$ cat src/rtl/spi_burst_ram.sv
// spi_burst_ram: single-port RAM that sits behind the SPI slave. It decodes
// 2-bit command plus DATA_WIDTH-bit payload words, and keeps independent write
// and read pointers. The pointers can auto-increment so that the SPI side can
// burst data. A rejected command raises a one-cycle err pulse.
module spi_burst_ram #(
  parameter int DATA_WIDTH = 8,
  parameter int DEPTH      = 256,
  parameter bit AUTO_INC   = 1'b1
) (
  input  logic                  clk,
  input  logic                  rst_n,
  input  logic [DATA_WIDTH+1:0] din,
  input  logic                  rx_valid,
  output logic [DATA_WIDTH-1:0] dout,
  output logic                  tx_valid,
  output logic                  err
);

  // Derived from DEPTH. The floor of 1 keeps a DEPTH=1 build legal.
  localparam int ADDR_WIDTH = (DEPTH > 1) ? $clog2(DEPTH) : 1;
  // DEPTH held one bit wider than the payload so that the < DEPTH range check
  // works even when DEPTH == 2**DATA_WIDTH.
  localparam logic [DATA_WIDTH:0]   DEPTH_W = (DATA_WIDTH + 1)'(DEPTH);
  localparam logic [ADDR_WIDTH-1:0] LAST    = ADDR_WIDTH'(DEPTH - 1);

  typedef enum logic [1:0] {
    CMD_WR_ADDR = 2'b00,
    CMD_WR_DATA = 2'b01,
    CMD_RD_ADDR = 2'b10,
    CMD_RD_DATA = 2'b11
  } cmd_e;

  cmd_e                  cmd;
  logic [DATA_WIDTH-1:0] payload;
  logic                  addr_ok;

  logic [DATA_WIDTH-1:0] mem [DEPTH];
  logic [ADDR_WIDTH-1:0] wr_ptr, rd_ptr;
  logic                  wr_vld, rd_vld;

  logic set_wr, set_rd, do_write, do_read, reject;

  assign cmd     = cmd_e'(din[DATA_WIDTH+1:DATA_WIDTH]);
  assign payload = din[DATA_WIDTH-1:0];
  // The full payload takes part in the range check, including the bits above
  // ADDR_WIDTH.
  assign addr_ok = ({1'b0, payload} < DEPTH_W);

  // Pointer step after a data command. A pointer wraps from the last entry
  // to 0, so a non-power-of-two DEPTH never addresses past the array.
  function automatic logic [ADDR_WIDTH-1:0] next_ptr(input logic [ADDR_WIDTH-1:0] ptr);
    if (!AUTO_INC)    return ptr;
    else if (ptr == LAST) return '0;
    else              return ptr + ADDR_WIDTH'(1);
  endfunction

  // Decode the accepted command into one action, or into a rejection.
  always_comb begin
    // NOTE: every output of this block gets a default first. Without the
    // defaults, a path that does not assign a signal would infer a latch.
    set_wr   = 1'b0;
    set_rd   = 1'b0;
    do_write = 1'b0;
    do_read  = 1'b0;
    reject   = 1'b0;
    if (rx_valid) begin
      case (cmd)
        CMD_WR_ADDR: if (addr_ok) set_wr   = 1'b1; else reject = 1'b1;
        CMD_WR_DATA: if (wr_vld)  do_write = 1'b1; else reject = 1'b1;
        CMD_RD_ADDR: if (addr_ok) set_rd   = 1'b1; else reject = 1'b1;
        CMD_RD_DATA: if (rd_vld)  do_read  = 1'b1; else reject = 1'b1;
      endcase
    end
  end

  // Storage array. It has no reset, so contents survive rst_n.
  // NOTE: the memory is kept out of the reset domain on purpose. A reset here
  // would turn the RAM into a large bank of flops and would break the
  // requirement that data is still readable after a reset.
  always_ff @(posedge clk) begin
    if (do_write) mem[wr_ptr] <= payload;
  end

  // Pointers, valid flags and registered outputs.
  always_ff @(posedge clk or negedge rst_n) begin
    if (!rst_n) begin
      wr_ptr   <= '0;
      rd_ptr   <= '0;
      wr_vld   <= 1'b0;
      rd_vld   <= 1'b0;
      dout     <= '0;
      tx_valid <= 1'b0;
      err      <= 1'b0;
    end else begin
      // NOTE: sequential state uses non-blocking assignments only. Every
      // right-hand side therefore sees the values from before the edge.
      tx_valid <= do_read;
      err      <= reject;

      if (set_wr) begin
        wr_ptr <= payload[ADDR_WIDTH-1:0];
        wr_vld <= 1'b1;
      end else if (do_write) begin
        wr_ptr <= next_ptr(wr_ptr);
      end

      if (set_rd) begin
        rd_ptr <= payload[ADDR_WIDTH-1:0];
        rd_vld <= 1'b1;
      end else if (do_read) begin
        rd_ptr <= next_ptr(rd_ptr);
        dout   <= mem[rd_ptr];
      end
    end
  end

endmodule

$ cat config.mk
export PLATFORM = sky130hd
export DESIGN_NAME = spi_burst_ram
export DESIGN_NICKNAME = d
export VERILOG_FILES = /design/src/rtl/spi_burst_ram.sv
export SDC_FILE = /design/constraint.sdc
export NUM_CORES = 2
export LEC_CHECK = 0
export CAP_MARGIN = 20
export CORE_ASPECT_RATIO = 2
export CORE_UTILIZATION = 40
export DETAILED_ROUTE_END_ITERATION = 10
export PLACE_DENSITY_LB_ADDON = 0.25
export SLEW_MARGIN = 20
export SYNTH_ARGS = -nofsm -noshare
export SYNTH_HDL_FRONTEND = slang
export SYNTH_SLANG_ARGS = --single-unit
$ cat constraint.sdc
create_clock -name clk -period 4.9 [get_ports clk]
set_input_delay 0.98 -clock clk [delete_from_list [all_inputs] [get_ports clk]]
set_output_delay 0.98 -clock clk [all_outputs]
set_load 0.01 [all_outputs]
# Word level (Yosys, flattened, before mapping)
# Memory sizes are Yosys's and may differ from the RTL's. A register that Yosys moved wholly into a read port is not among the register bits.
# Index checks and enable logic that the tools add are counted.
# Widths: inputs -> output; s select.
dict set report op_classes {
  n_bitwise 1
  muxes 22
  eq_ne 5
  n_addsub 2
  reduce_logical 6
}
# operator count
set ops {}
lappend ops {{$mux 8} 6}
lappend ops {{$add 8x1->8 const B} 2}
lappend ops {{$eq 8x8->1 const B} 2}
lappend ops {{$mux 1} 15}
lappend ops {{$eq 2x2->1 const B} 2}
lappend ops {{$reduce_bool 2->1} 2}
lappend ops {{$pmux 1 s3} 1}
lappend ops {{$eq 2x1->1 const B} 1}
lappend ops {{$logic_not 2->1} 1}
lappend ops {{$reduce_and 2->1} 1}
lappend ops {{$reduce_or 2->1} 1}
lappend ops {{$logic_not 1->1} 1}
lappend ops {{$not 1->1} 1}
dict set report totals {
  word_cells 43
  regBits 20
  ramBits 2048
  memories 1
}
# memory depth width read_ports rd_clocked_by_memory_dff write_ports line
set memory_table {}
lappend memory_table {mem 256 8 1 1 1 37} ;# logic [DATA_WIDTH-1:0] mem [DEPTH];

# Longest topological paths before layout
dict set report depth {
  word_depth 5
  ltp_mapped 12
}

# Least setup slack after synthesis
# No wires, ideal clock.
dict set report synth_path {
  path_type {in2reg}
  from {input port din[9]}
  to {memory mem[102][0] (enable)}
  slack_ns 2.067
  arrival_time_ns 2.463
  stages 6
  required_time_ns 4.530
  path_buffers 1
  cell_sequence {nor2b_1 > nand3_1 > nor3b_1 > nand2_1 > clkbuf_1 > nor2_1}
}
dict set report synth_between {
  elab_chain_cells 5
}
# element line
set synth_rtl {}
lappend synth_rtl {{start, declared} 12} ;# input logic [DATA_WIDTH+1:0] din,
lappend synth_rtl {{$eq 2x1->1} 67} ;# case (cmd)
lappend synth_rtl {{$mux 1} 67}
lappend synth_rtl {{$mux 1} 66} ;# if (rx_valid) begin
lappend synth_rtl {{$mux 1} 81} ;# if (do_write) mem[wr_ptr] <= payload;
lappend synth_rtl {{$mux 1 (implied by the code)} 81}
lappend synth_rtl {{end, declared} 37}
# No other way between the ends.

==> out/summary.txt <==
status: completed
met2 usage: 40.6%
Post-CTS Setup Repair Bufs: 0
DP HPWL: 145000 um
async set or reset register ratio after synthesis: 1.35%
Num CTS Buffers: 174
clk root buf: clkbuf_16
M1 GR Usage: 22.3%
final core utilization: 45.5%
Seq/Total Area, Yosys: 77.0%
Distinct cells, synth: 55
Crit Path Class: register to register
Synth Register Bits: 2076
Synth Warn #: 0
Final Hold Viols: 0
Mapped Cells: 3923
maxcap violations: 0
worst-case clock skew: 44.3 ps
most frequent CP cell: buf_4
Final Setup Violations: 0
hold buffers post-CTS: 0
later-pin clock latency in the skew report: 830 ps
Worst setup SP type: register
Core Area: 0.200 mm^2
WL final: 219000 um
Max Clock Freq: 243 MHz
CTS tree: done
final antenna-violating net count: 0
CTS H-tree lvls: 4
first-pass GRT wire length: 309000 um
CTS Buffer Depth: 4
Detailed Route Iter0 Violations: 3247
leakage power: 28.4 nW
RD Place Congestion: 0.928
Worst path max stage delay: 870 ps
die extent in x: 320 um
drt drc: 0
period utilization: 84.0%
largest net degree at the start of global routing: 137
vias in the first global route: 41900
maximum VDD drop: 267 uV
syn nets: 3941
layout net count: 4206
CTS sink cnt: 2076
cell family with most CP delay: multiplexers
Syn Std Cell Area: 0.0808 mm^2
worst min path class: register to register
post-DR wirelength/cell: 31.8 um
placement row count: 232
Via Count: 39300
slowest stage cell, crit path: dfrtp_4
initial core utilization: 40.4%
Buf/Inv on CP: 3
Worst EP required: 5600 ps
Top Ports: 23
Power Dens Cells: 447 mW/mm^2
layout cells sized above 1: 23.6%
Tot GR Track Use: 21.5%
Most Crowded Layer GR: met2
Avg Synthesized Cell Area: 20.6 um^2
GRT overflow: 0
worst relative slew slack: 20.2%
Clock Pin Slew Worst Setup and Hold Paths: 70 ps
die height: 637 um
met3 Use GR: 2.37%
post-layout min period: 4120 ps
WP data arrival: 4820 ps
Port Buf Inserts: 22
slew of the pin with the lowest slew margin: 1180 ps
RSZ-0062 raised after global routing: no
initial antenna violation count: 3
crit-path cells: buf_12, buf_4, mux4_2, mux2i_1, a211oi_1, o22ai_1, nor4_1, buf_4, a211o_1
# resized after CTS: 0
max-slew violations: 0
Crit Path Max Fanout: 37
total die area: 0.204 mm^2
setup tns final: 0 ps
Main synth FF type: edfxtp_1
Post-synth EDFFs: 2048
P&R area growth vs syn: 12.8%
vias per inst: 5.71
Critical Path End Type: register
DRT Pass-1 Iters: 6
==> worst register-to-register path: stages (launching register included) <==
cell,delay [ps]
dfrtp_4,870
buf_12,430
buf_4,530
mux4_2,630
mux2i_1,440
a211oi_1,150
o22ai_1,410
nor4_1,150
buf_4,180
a211o_1,210
==> per-layer routing <==
| metal | share of wire (%) | wire, um | up-vias |
|---|---|---|---|
| li1 | - | - | 16800 |
| met1 | 33 | 73300 | 20900 |
| met2 | 55 | 121000 | 1242 |
| met3 | 4.2 | 9200 | 465 |
| met4 | 7.1 | 15600 | 2 |
| met5 | 0.0059 | 13 | - |
==> final cells by class <==
type	count	area (um^2)
fillers	16700	109000
clock buffers	211	4610
well taps	2574	3220
inverters	14	57.6
repair buffers	322	2910
flip-flops and latches	2076	62200
diodes	2	5.00
multi-input cells	1600	17200
clock inverters	95	878
==> synth_stat cells (all sizes together) (3+ instances only) <==
cell type	n	area [um^2]
nor2b	9	56.3
a221o	5	50.1
edfxtp	2048	61500
o221ai	65	569
nand4	8	50.1
a211oi	19	143
a21oi	54	270
mux2i	192	1920
a31oi	6	37.5
a32o	41	410
nor2	305	1140
nor3b	4	30.0
buf	141	1030
nand2b	8	50.1
nor3	22	110
a32oi	4	35.0
dfrtp	28	701
o21ai	45	225
and2	3	18.8
nor4	10	62.6
o22ai	103	644
mux4	448	10100
nand2	175	657
clkbuf	92	345
inv	12	45.0
o31ai	7	52.6
and3	17	106
a211o	7	61.3
nand3	13	65.1
a22oi	3	22.5
ha	5	62.6
==> kinds of logic (layout without fill, tap and decap cells) <==
family	after synthesis	after routing	share of synthesized area (%)
buffers and inverters	247	642	1.76
muxes	642	642	14.9
other	0	2	0
DFF	2076	2076	77.0
adders and majority gates	5	5	0.0775
xor gates and xnor gates	2	2	0.0217
AOI/OAI and AO/OA	367	367	3.21
and+or+nand+nor	584	584	3.01
==> path summary, 6_finish.rpt <==
| kind | cells past startpoint | endpoint | from | slack (ps) |
|---|---|---|---|---|
| max reg2reg | 9 | dout[3] | rd_ptr[1] | 780 |
| max | 9 | dout[3] | rd_ptr[1] | 780 |
| min in group asynchronous | 1 | dout[6] | rst_n | 680 |
| min reg2reg | 1 | wr_vld | wr_vld | 460 |
| max in group asynchronous | 2 | rd_ptr[1] | rst_n | 3410 |
| min | 1 | wr_vld | wr_vld | 460 |
==> cell usage in the layout (no fill, tap or decap), drive strengths merged, types with 4 or more instances in the layout <==
cell and instances:
a31oi 6, o21ai 45, nand4 8, nor2 305, inv 18, nor3b 4
nand3 13, nor4 10, a211o 7, nor2b 9, dfrtp 28, nor3 22
o22ai 103, nand2b 8, a32o 41, a221o 5, edfxtp 2048, clkdlybuf4s50 14
o31ai 7, mux4 448, a21oi 54, nand2 175, clkbuf 212, mux2i 192
a32oi 4, bufinv 16, a211oi 19, o221ai 65, clkinvlp 7, and3 17
buf 307, ha 5, clkinv 68
==> per-stage QoR <==
| stage | std cells | hold slack, ps | worst slack, ps | area, um^2 | power (mW) |
|---|---|---|---|---|---|
| CTS | 6892 | 464 | 856 | 91100 | 41.0 |
| global route | 6894 | 493 | 775 | 91100 | 41.7 |
| finish | 6894 | 459 | 785 | 91100 | 40.7 |
| floorplan | 3923 | 426 | 2070 | 80800 | 24.4 |
| detailed placement | 6586 | 445 | 541 | 85600 | 27.4 |
| global placement | 6586 | 442 | 577 | 85600 | 27.3 |
==> registers in the layout (all words and copies together) (netlist names) <==
register / count
wr_ptr: 8
rd_ptr: 8
mem: 2048
rd_vld: 1
wr_vld: 1
err: 1
tx_valid: 1
dout: 8
==> report_power, final <==
group	leakage (nW)	switching [mW]	internal (mW)
clock	2.68	6.25	7.55
sequential	18.7	0.232	19.6
combinational	6.96	4.17	2.91
Power figures use the tool's default switching activity.
